`src/rtl/operand_entry.sv`:
```
// Keypad front end for the calculator: builds two decimal operands and an operator,
// strobes the add/subtract stage and reads its result back so operations can be chained.
module operand_entry #(
    parameter int WIDTH     = 16,
    parameter int MAX_VALUE = 9999
) (
    input  logic             clk,
    input  logic             reset,
    input  logic             key_valid,
    input  logic [3:0]       key_digit,
    input  logic             key_add,
    input  logic             key_sub,
    input  logic             key_equals,
    input  logic             key_clear,
    input  logic [WIDTH-1:0] result,
    output logic [WIDTH-1:0] first_input,
    output logic [WIDTH-1:0] second_input,
    output logic             add,
    output logic             subtract,
    output logic             begin_operation,
    output logic [WIDTH-1:0] display_value,
    output logic             key_reject,
    output logic [1:0]       state_out
);
    localparam logic [1:0] ENTER_A = 2'd0;
    localparam logic [1:0] ENTER_B = 2'd1;
    localparam logic [1:0] ISSUE   = 2'd2;
    localparam logic [1:0] SHOW    = 2'd3;

    localparam logic [WIDTH+3:0] MAX_EXT = (WIDTH+4)'(MAX_VALUE);

    logic [1:0]       state;
    logic             b_seen;
    logic             digit_ok;
    logic [WIDTH+3:0] dig_ext;
    logic [WIDTH+3:0] a_ext;
    logic [WIDTH+3:0] b_ext;
    logic [WIDTH+3:0] nxt_a;
    logic [WIDTH+3:0] nxt_b;
    logic             a_ok;
    logic             b_ok;

    // cur*10 + d kept 4 bits wide so the overflow test against MAX_VALUE cannot wrap
    always_comb begin
        digit_ok = (key_digit <= 4'd9);
        dig_ext  = {{WIDTH{1'b0}}, key_digit};
        a_ext    = {4'b0, first_input};
        b_ext    = {4'b0, second_input};
        nxt_a    = (a_ext << 3) + (a_ext << 1) + dig_ext;
        nxt_b    = (b_ext << 3) + (b_ext << 1) + dig_ext;
        a_ok     = digit_ok && (nxt_a <= MAX_EXT);
        b_ok     = digit_ok && (nxt_b <= MAX_EXT);
    end

    always_ff @(posedge clk or posedge reset) begin
        if (reset) begin
            state           <= ENTER_A;
            first_input     <= '0;
            second_input    <= '0;
            add             <= 1'b0;
            subtract        <= 1'b0;
            b_seen          <= 1'b0;
            begin_operation <= 1'b0;
            key_reject      <= 1'b0;
        end else begin
            begin_operation <= 1'b0;
            key_reject      <= 1'b0;
            if (key_clear) begin
                state        <= ENTER_A;
                first_input  <= '0;
                second_input <= '0;
                add          <= 1'b0;
                subtract     <= 1'b0;
                b_seen       <= 1'b0;
            end else begin
                case (state)
                    ENTER_A: begin
                        if (key_equals) begin
                            state <= ENTER_A;
                        end else if (key_add || key_sub) begin
                            add          <= key_add;
                            subtract     <= ~key_add;
                            second_input <= '0;
                            b_seen       <= 1'b0;
                            state        <= ENTER_B;
                        end else if (key_valid) begin
                            if (a_ok) first_input <= nxt_a[WIDTH-1:0];
                            else      key_reject  <= 1'b1;
                        end
                    end
                    ENTER_B: begin
                        if (key_equals) begin
                            begin_operation <= 1'b1;
                            state           <= ISSUE;
                        end else if (key_add || key_sub) begin
                            // operator may still be changed until B has a digit
                            if (!b_seen) begin
                                add      <= key_add;
                                subtract <= ~key_add;
                            end
                        end else if (key_valid) begin
                            if (b_ok) begin
                                second_input <= nxt_b[WIDTH-1:0];
                                b_seen       <= 1'b1;
                            end else begin
                                key_reject <= 1'b1;
                            end
                        end
                    end
                    ISSUE: begin
                        state <= SHOW;
                    end
                    default: begin
                        if (key_equals) begin
                            first_input     <= result;
                            begin_operation <= 1'b1;
                            state           <= ISSUE;
                        end else if (key_add || key_sub) begin
                            first_input  <= result;
                            add          <= key_add;
                            subtract     <= ~key_add;
                            second_input <= '0;
                            b_seen       <= 1'b0;
                            state        <= ENTER_B;
                        end else if (key_valid) begin
                            if (digit_ok) begin
                                first_input  <= {{(WIDTH-4){1'b0}}, key_digit};
                                second_input <= '0;
                                add          <= 1'b0;
                                subtract     <= 1'b0;
                                state        <= ENTER_A;
                            end else begin
                                key_reject <= 1'b1;
                            end
                        end
                    end
                endcase
            end
        end
    end

    // display follows registered state only; result is already a register downstream
    always_comb begin
        display_value = first_input;
        case (state)
            ENTER_A: display_value = first_input;
            ENTER_B: display_value = b_seen ? second_input : first_input;
            default: display_value = result;
        endcase
    end

    assign state_out = state;
endmodule
```
`config.mk`:
```
export PLATFORM = sky130hd
export DESIGN_NAME = operand_entry
export DESIGN_NICKNAME = d
export VERILOG_FILES = /design/src/rtl/operand_entry.sv
export SDC_FILE = /design/constraint.sdc
export NUM_CORES = 1
export LEC_CHECK = 0
export ABC_AREA = 1
export CORE_UTILIZATION = 50
export CTS_BUF_LIST = sky130_fd_sc_hd__clkbuf_8
export CTS_CLUSTER_DIAMETER = 200
export DETAILED_ROUTE_END_ITERATION = 8
export PLACE_DENSITY = 0.85
export SYNTH_ARGS = -nofsm -noshare
export SYNTH_HDL_FRONTEND = slang
export SYNTH_SLANG_ARGS = --single-unit
```
`constraint.sdc`:
```
create_clock -name clk -period 2.6 [get_ports clk]
set_input_delay 0.52 -clock clk [delete_from_list [all_inputs] [get_ports clk]]
set_output_delay 0.52 -clock clk [all_outputs]
set_load 0.02 [all_outputs]
```
==> metrics.md <==
| Metric | Value |
|---|---|
| Non-Filler Instances | `1224` |
| Setup slack after placement | `-1.022 ns` |
| Yosys reg bits | `39` |
| Drt pass-1 iters | `7` |
| Power Total | `7.101 mW` |
| Largest net degree at the start of global routing | `40` |
| Clock latency on the worst-skew pair | `0.31 ns` |
| Worst clock skew | `0.008186 ns` |
| RSZ-0062 raised after global routing | `yes` |
| Final WL | `20060 µm` |
| Register area share after synthesis | `18.66%` |
| Die area | `10870 µm²` |
| Slew Limit Fails | `0` |
| CP top delay family | `simple AND/OR/NAND/NOR gates` |
| Hold Crit Class | `reg2reg` |
| Final setup viols | `35` |
| Outcome | `finished, violations left` |
| Clk buf depth | `2` |
| Period utilization | `121.3%` |
| Final hold slack | `0.5620 ns` |
| PwrDens | `881.0 nW/µm²` |
| Initial antenna violation count | `0` |
| Setup crit start | `key_digit[3]` |
| Critical path depth | `23` |
| DRC viols | `0` |
| Total track usage | `34.04%` |
| Slowest stage delay, CP | `0.61 ns` |
| Final hold viol count | `0` |
| Row count | `36` |
| Initial DRC Count | `513` |
| Critical path type | `in2reg` |
| Max-cap check violation count | `0` |
| H-tree levels | `2` |
| Area contributors post-synth | `nand2_1 (22%), dfrtp_1 (19%), ha_1 (16%)` |
| Share of the synthesized area in the top cell type | `21.61%` |
| Post-detail-place hpwl | `13640 µm` |
| Number of port buffers | `80` |
| Worst R2R Start | `second_input[0]$_DFFE_PP0P_` |
| Ordered list of cells on the worst path | `buf_6 > inv_12 > buf_12 > fa_2 > inv_2 > ha_4 > nand2_1 > nand2_1 > nand3_1 > nand2_1 > nand2_1 > nand2_1 > nand2_1 > nand2_1 > nand3_1 > nor2_2 > nand2_2 > nand2_4 > nand2_8 > buf_6 > clkinv_8 > nand2_2 > o21ai_2` |
| Worst setup path endpoint | `second_input[7]$_DFFE_PP0P_` |
| Fin crit period | `3.153 ns` |
| Failing checks | `negative setup slack` |
| Post-route core utilization | `80.97%` |
| Syn nets | `965` |
| Reg2reg setup slack | `-0.51 ns` |
| Area Overhead vs Synth | `54.15%` |
| RePlAce Congestion | `0.9646` |
| Slew margin rel. | `61.13%` |
| Placed Area | `7164 µm²` |
| R2R Path End | `second_input[7]$_DFFE_PP0P_` |
| Starting Density | `52.53%` |
| Synthesized cell area | `5229 µm²` |
| CP max stage cell | `fa_2` |
| Die X | `104.3 µm` |
| Dpl cells | `1191` |
| Num CTS Buffers | `5` |
| Core area | `9955 µm²` |
| Vias in the first global route | `6681` |
| Global-route wire length before repair | `30420 µm` |
| Crit path buffers/inverters | `6` |
| Ys flop type | `dfrtp_1` |
| Synth Warn # | `0` |
| Worst vdd ir | `0.5973 mV` |
| Nets | `1187` |
| Post-synth EDFFs | `0` |
| Final WS setup | `-0.5529 ns` |
| Required time worst endpoint | `2.84 ns` |
| F_max | `0.3172 GHz` |
| Top cell type by total area after synthesis | `nand2_1` |
| Total global routing overflow | `0` |
| Clock sinks | `39` |
| Root Buffer | `clkbuf_8` |
| Reg clk slew, reported paths | `0.09 ns` |
| Slew at the pin with the worst max-slew slack | `0.5830 ns` |
| Vias/cell | `5.669` |
| Finished Cell Area | `8060 µm²` |
| Worst Reg-to-Reg Cells | `21` |
| Setup TNS | `-15.94 ns` |
| Most frequent CP cell | `nand2_1` |
| DIE HEIGHT | `104.3 µm` |
| Crit Path Max Fanout | `8` |
| Via count | `6939` |
| Synth unique cells | `46` |
| Routed len/inst | `16.39 µm` |
| Avg Inst Size Synth | `6.024 µm²` |
| Synth Instances | `868` |
| Worst setup SP type | `input port` |
| Lkg Pwr | `4.419 nW` |
| CTS tree | `built` |
| Post-synth ARST share | `100.0%` |
| N_diodes | `0` |
| Fillers | `643` |
| Layout cells sized above 1 | `29.24%` |
| ANT nets after route | `0` |
| IO Pins | `81` |
| Crit path arrival time | `3.39 ns` |
| Worst setup EP type | `flop` |
[how the worst min path moves through the flow]
stage | startpoint | end | slack [ns] | cells after the start
2_1_floorplan | first_input[0]$_DFFE_PP0P_ | first_input[0]$_DFFE_PP0P_ | 0.56 | 2
3_3_place_gp | subtract$_DFFE_PP0P_ | subtract$_DFFE_PP0P_ | 0.48 | 2
3_5_place_dp | subtract$_DFFE_PP0P_ | subtract$_DFFE_PP0P_ | 0.49 | 2
4_1_cts | subtract$_DFFE_PP0P_ | subtract$_DFFE_PP0P_ | 0.51 | 2
5_1_grt | subtract$_DFFE_PP0P_ | subtract$_DFFE_PP0P_ | 0.58 | 2
6_report | subtract$_DFFE_PP0P_ | subtract$_DFFE_PP0P_ | 0.56 | 2
[power by group]
group,switching [mW],internal [mW]
registers,0.158,0.742
logic,3.17,2.41
clock network,0.245,0.380
total,3.57,3.53
[registers in the layout, indices dropped and copies added (netlist names)]
register,flops
first_input,16
second_input,16
state_out,2
add,1
b_seen,1
begin_operation,1
key_reject,1
subtract,1
[cell usage after synthesis, types with 2 or more instances]
| cell type | count |
|---|---|
| nand2_1 | 301 |
| inv_1 | 146 |
| ha_1 | 66 |
| nand3_1 | 61 |
| nor2_1 | 60 |
| a21oi_1 | 41 |
| dfrtp_1 | 39 |
| o21ai_0 | 38 |
| nor3_1 | 12 |
| clkbuf_1 | 9 |
| nand3b_1 | 8 |
| o21ai_1 | 8 |
| o211ai_1 | 7 |
| o22ai_1 | 7 |
| nand4_1 | 6 |
| o221ai_1 | 6 |
| xor2_1 | 6 |
| nand2_2 | 5 |
| buf_2 | 4 |
| fa_1 | 4 |
| inv_2 | 4 |
| and2_1 | 2 |
| buf_1 | 2 |
| buf_4 | 2 |
| nor2_2 | 2 |
| o21bai_1 | 2 |
[layer usage]
layer / global-route usage, % / vias to the layer above / share of wire [%]
li1: - / 3232 / -
met1: 37.32 / 3170 / 37
met2: 62.87 / 408 / 49
met3: 5.013 / 129 / 8.1
met4: 17.86 / 0 / 5.8
met5: 0 / - / 0
[tightest hold or removal path, stage by stage (launching register included)]
cell	delay (ns)
dfrtp_1	0.39
nand2_1	0.08
o21ai_0	0.07
[area by class of cell]
cell class / count / area, µm² / area share, %
timing repair inverter: 1 / 16.27 / 0.2018
clock inverter: 3 / 63.81 / 0.7917
multi-input combinational: 661 / 4179 / 51.85
timing repair buffer: 231 / 1989 / 24.68
inverter: 151 / 591.8 / 7.342
sequential: 39 / 984.7 / 12.22
clock buffer: 5 / 68.82 / 0.8538
tap: 133 / 166.4 / 2.065
[cells by family after synthesis]
group	synth area share [%]
xor+xnor	1.173
simple gates	36.71
compound gates	13.62
buf+inv	12.51
flops	18.66
fa+ha+maj	17.32
[layout by cell type (no fill, tap or decap), drive strengths merged, types with 7 or more instances in the layout]
master / count
nand2: 308
buf: 152
inv: 150
ha: 66
nor2: 63
nand3: 62
clkdlybuf4s50: 61
o21ai: 47
a21oi: 42
dfrtp: 39
nor3: 12
dlygate4sd2: 10
clkbuf: 9
nand3b: 8
o22ai: 7
o211ai: 7
[what timing repair did]
action                                  4_1_cts  5_1_grt
cloned                                        4        0
gates resized for setup                      86      107
hold buffers                                  0        0
endpoints found under the setup margin       50       43
setup buffers                                16        7
pin swaps                                    30       46
No activity file was read; power rests on OpenSTA's default activity.
==> variant: new RTL, config.mk and constraints unchanged <==
Register the input `result` before use, with the module's reset. The logic sees it one clock later. The other inputs are not delayed to match. Comments in the files are not updated.
--- a/src/rtl/operand_entry.sv
+++ b/src/rtl/operand_entry.sv
@@ -29,4 +29,14 @@
 
     localparam logic [WIDTH+3:0] MAX_EXT = (WIDTH+4)'(MAX_VALUE);
+
+    logic [WIDTH-1:0] result_q;
+
+    always_ff @(posedge clk or posedge reset) begin
+        if (reset) begin
+            result_q <= '0;
+        end else begin
+            result_q <= result;
+        end
+    end
 
     logic [1:0]       state;
@@ -113,9 +123,9 @@
                     default: begin
                         if (key_equals) begin
-                            first_input     <= result;
+                            first_input     <= result_q;
                             begin_operation <= 1'b1;
                             state           <= ISSUE;
                         end else if (key_add || key_sub) begin
-                            first_input  <= result;
+                            first_input  <= result_q;
                             add          <= key_add;
                             subtract     <= ~key_add;
@@ -146,5 +156,5 @@
             ENTER_A: display_value = first_input;
             ENTER_B: display_value = b_seen ? second_input : first_input;
-            default: display_value = result;
+            default: display_value = result_q;
         endcase
     end
Function: changed (a bounded check fails within 4 cycles, from zero or initial values and one cycle with reset high).
==> variant against the original RTL <==
- the run still ends with negative setup slack left
- area after synthesis up 7.7%
- sequential cell count up 16
- final area up 3.9%
- total power up 4.9%
- worst setup slack better by 0.098 ns
- synthesized cell count down 0.46%
- routed wire length up 0.85%
- highest routed layer unchanged
==> variant: results <==
metrics = {
    "sta": {
        "setup_viol": 34,
        "hold_slack_ns": 0.559,
        "skew_ns": 0.0151,
        "setup_slack_ns": -0.455,
        "setup_tns_ns": -12.09,
        "worst_pin_slew_ns": 0.806,
    },
    "route": {
        "drt_iter0_markers": 602,
        "num_vias": 6971,
        "firstDrtPassIters": 6,
        "wire_per_inst_um": 16.4,
    },
    "pwr": {
        "ir_worst_vdd_uv": 691,
        "power.leakage_nw": 4.50,
    },
    "clock_network": {
        "post_cts_resized": 88,
        "clk_latency_ns": 0.33,
        "clk_pin_slew_worst_paths_ns": 0.11,
        "cts_root_buffer": "clkbuf_8",
        "postCtsSetupBuffers": 8,
        "numCtsBuffers": 5,
    },
    "synth": {
        "ys_warn_count": 0,
        "synth_xor_area_share_pct": 1.09,
        "ys_seq_area_share_pct": 24.4,
        "synth.net_count": 961,
        "async_flop_share_pct": 100,
        "synth_area_leaders": "dfrtp_1 24%, nand2_1 18%, ha_1 15%",
        "ys_types": 43,
        "synth-adder-area-share_pct": 16.1,
        "synth_compound_area_share_pct": 12.8,
        "synth.mux.area_fraction_pct": 0,
        "yosys-top-cells-count": "265 x nand2_1, 130 x inv_1, 71 x nand3_1",
    },
    "place": {
        "dp_hpwl_um": 14400,
        "placedInstanceArea_mm2": 0.00768,
        "placement.io_buffers": 80,
        "gp_congestion": 1.01,
    },
    "worst_setup_path": {
        "crit_arrival_ns": 3.27,
        "worstSetupStartpointType": "flop",
        "crit_family": "simple AND/OR/NAND/NOR gates",
        "slowest_delay_ns": 0.47,
        "crit_end": "first_input[9]",
        "cp_slowest_cell": "fa_2",
        "rr_startpoint": "first_input[0]",
        "worstPathMaxFanout": 8,
    },
    "min_path": {
        "hp-start": "add",
        "holdPathEnd": "add",
        "hold_class": "reg -> reg",
    },
    "layout": {
        "drive_gt1_share_pct": 31.1,
        "finalNetCount": 1188,
        "largestRegisters": "first_input (16), result_q (16), second_input (16)",
    },
    "global_routing": {
        "grt_max_degree": 31,
        "track_usage_pct": 33.6,
        "antenna_found_initial": 0,
        "grt_pass1_vias": 6799,
        "grt_pass1_wl_um": 30900,
    },
    "outcome": {
        "status": "complete, but fails checks",
        "violations": "negative setup slack",
    },
}
## variant: per-stage QoR
stage,cells,utilization (%),setup slack (ns)
after floorplan,864,-,-0.288
after global placement,1209,70.6,-0.954
after detailed placement,1209,70.6,-1.05
after CTS,1228,74.5,-0.397
after global routing,1232,76.9,-0.601
final,1232,76.9,-0.455
## variant: cell type report
type / count / area [µm²]
Fill cell: 711 / 2510
Sequential cell: 55 / 1390
Tap cell: 140 / 175
Multi-Input combinational cell: 658 / 4240
Timing Repair inverter: 1 / 11.3
Clock inverter: 3 / 25.0
Inverter: 137 / 534
Clock buffer: 5 / 68.8
Timing Repair Buffer: 233 / 1940
## variant: layer usage
layer  global-route usage [%]  vias to the layer above  part of all wire [%]
met5                        0                        -                     0
met4                     15.7                        0                   4.7
met3                     5.12                      103                   7.2
met2                     62.3                      353                    50
met1                     37.5                     3247                    38
li1                         -                     3268                     -
## variant: where the power goes
part           internal, mW  switching [mW]
clock                 0.194           0.314
combinational          2.50            3.20
sequential             1.02           0.220
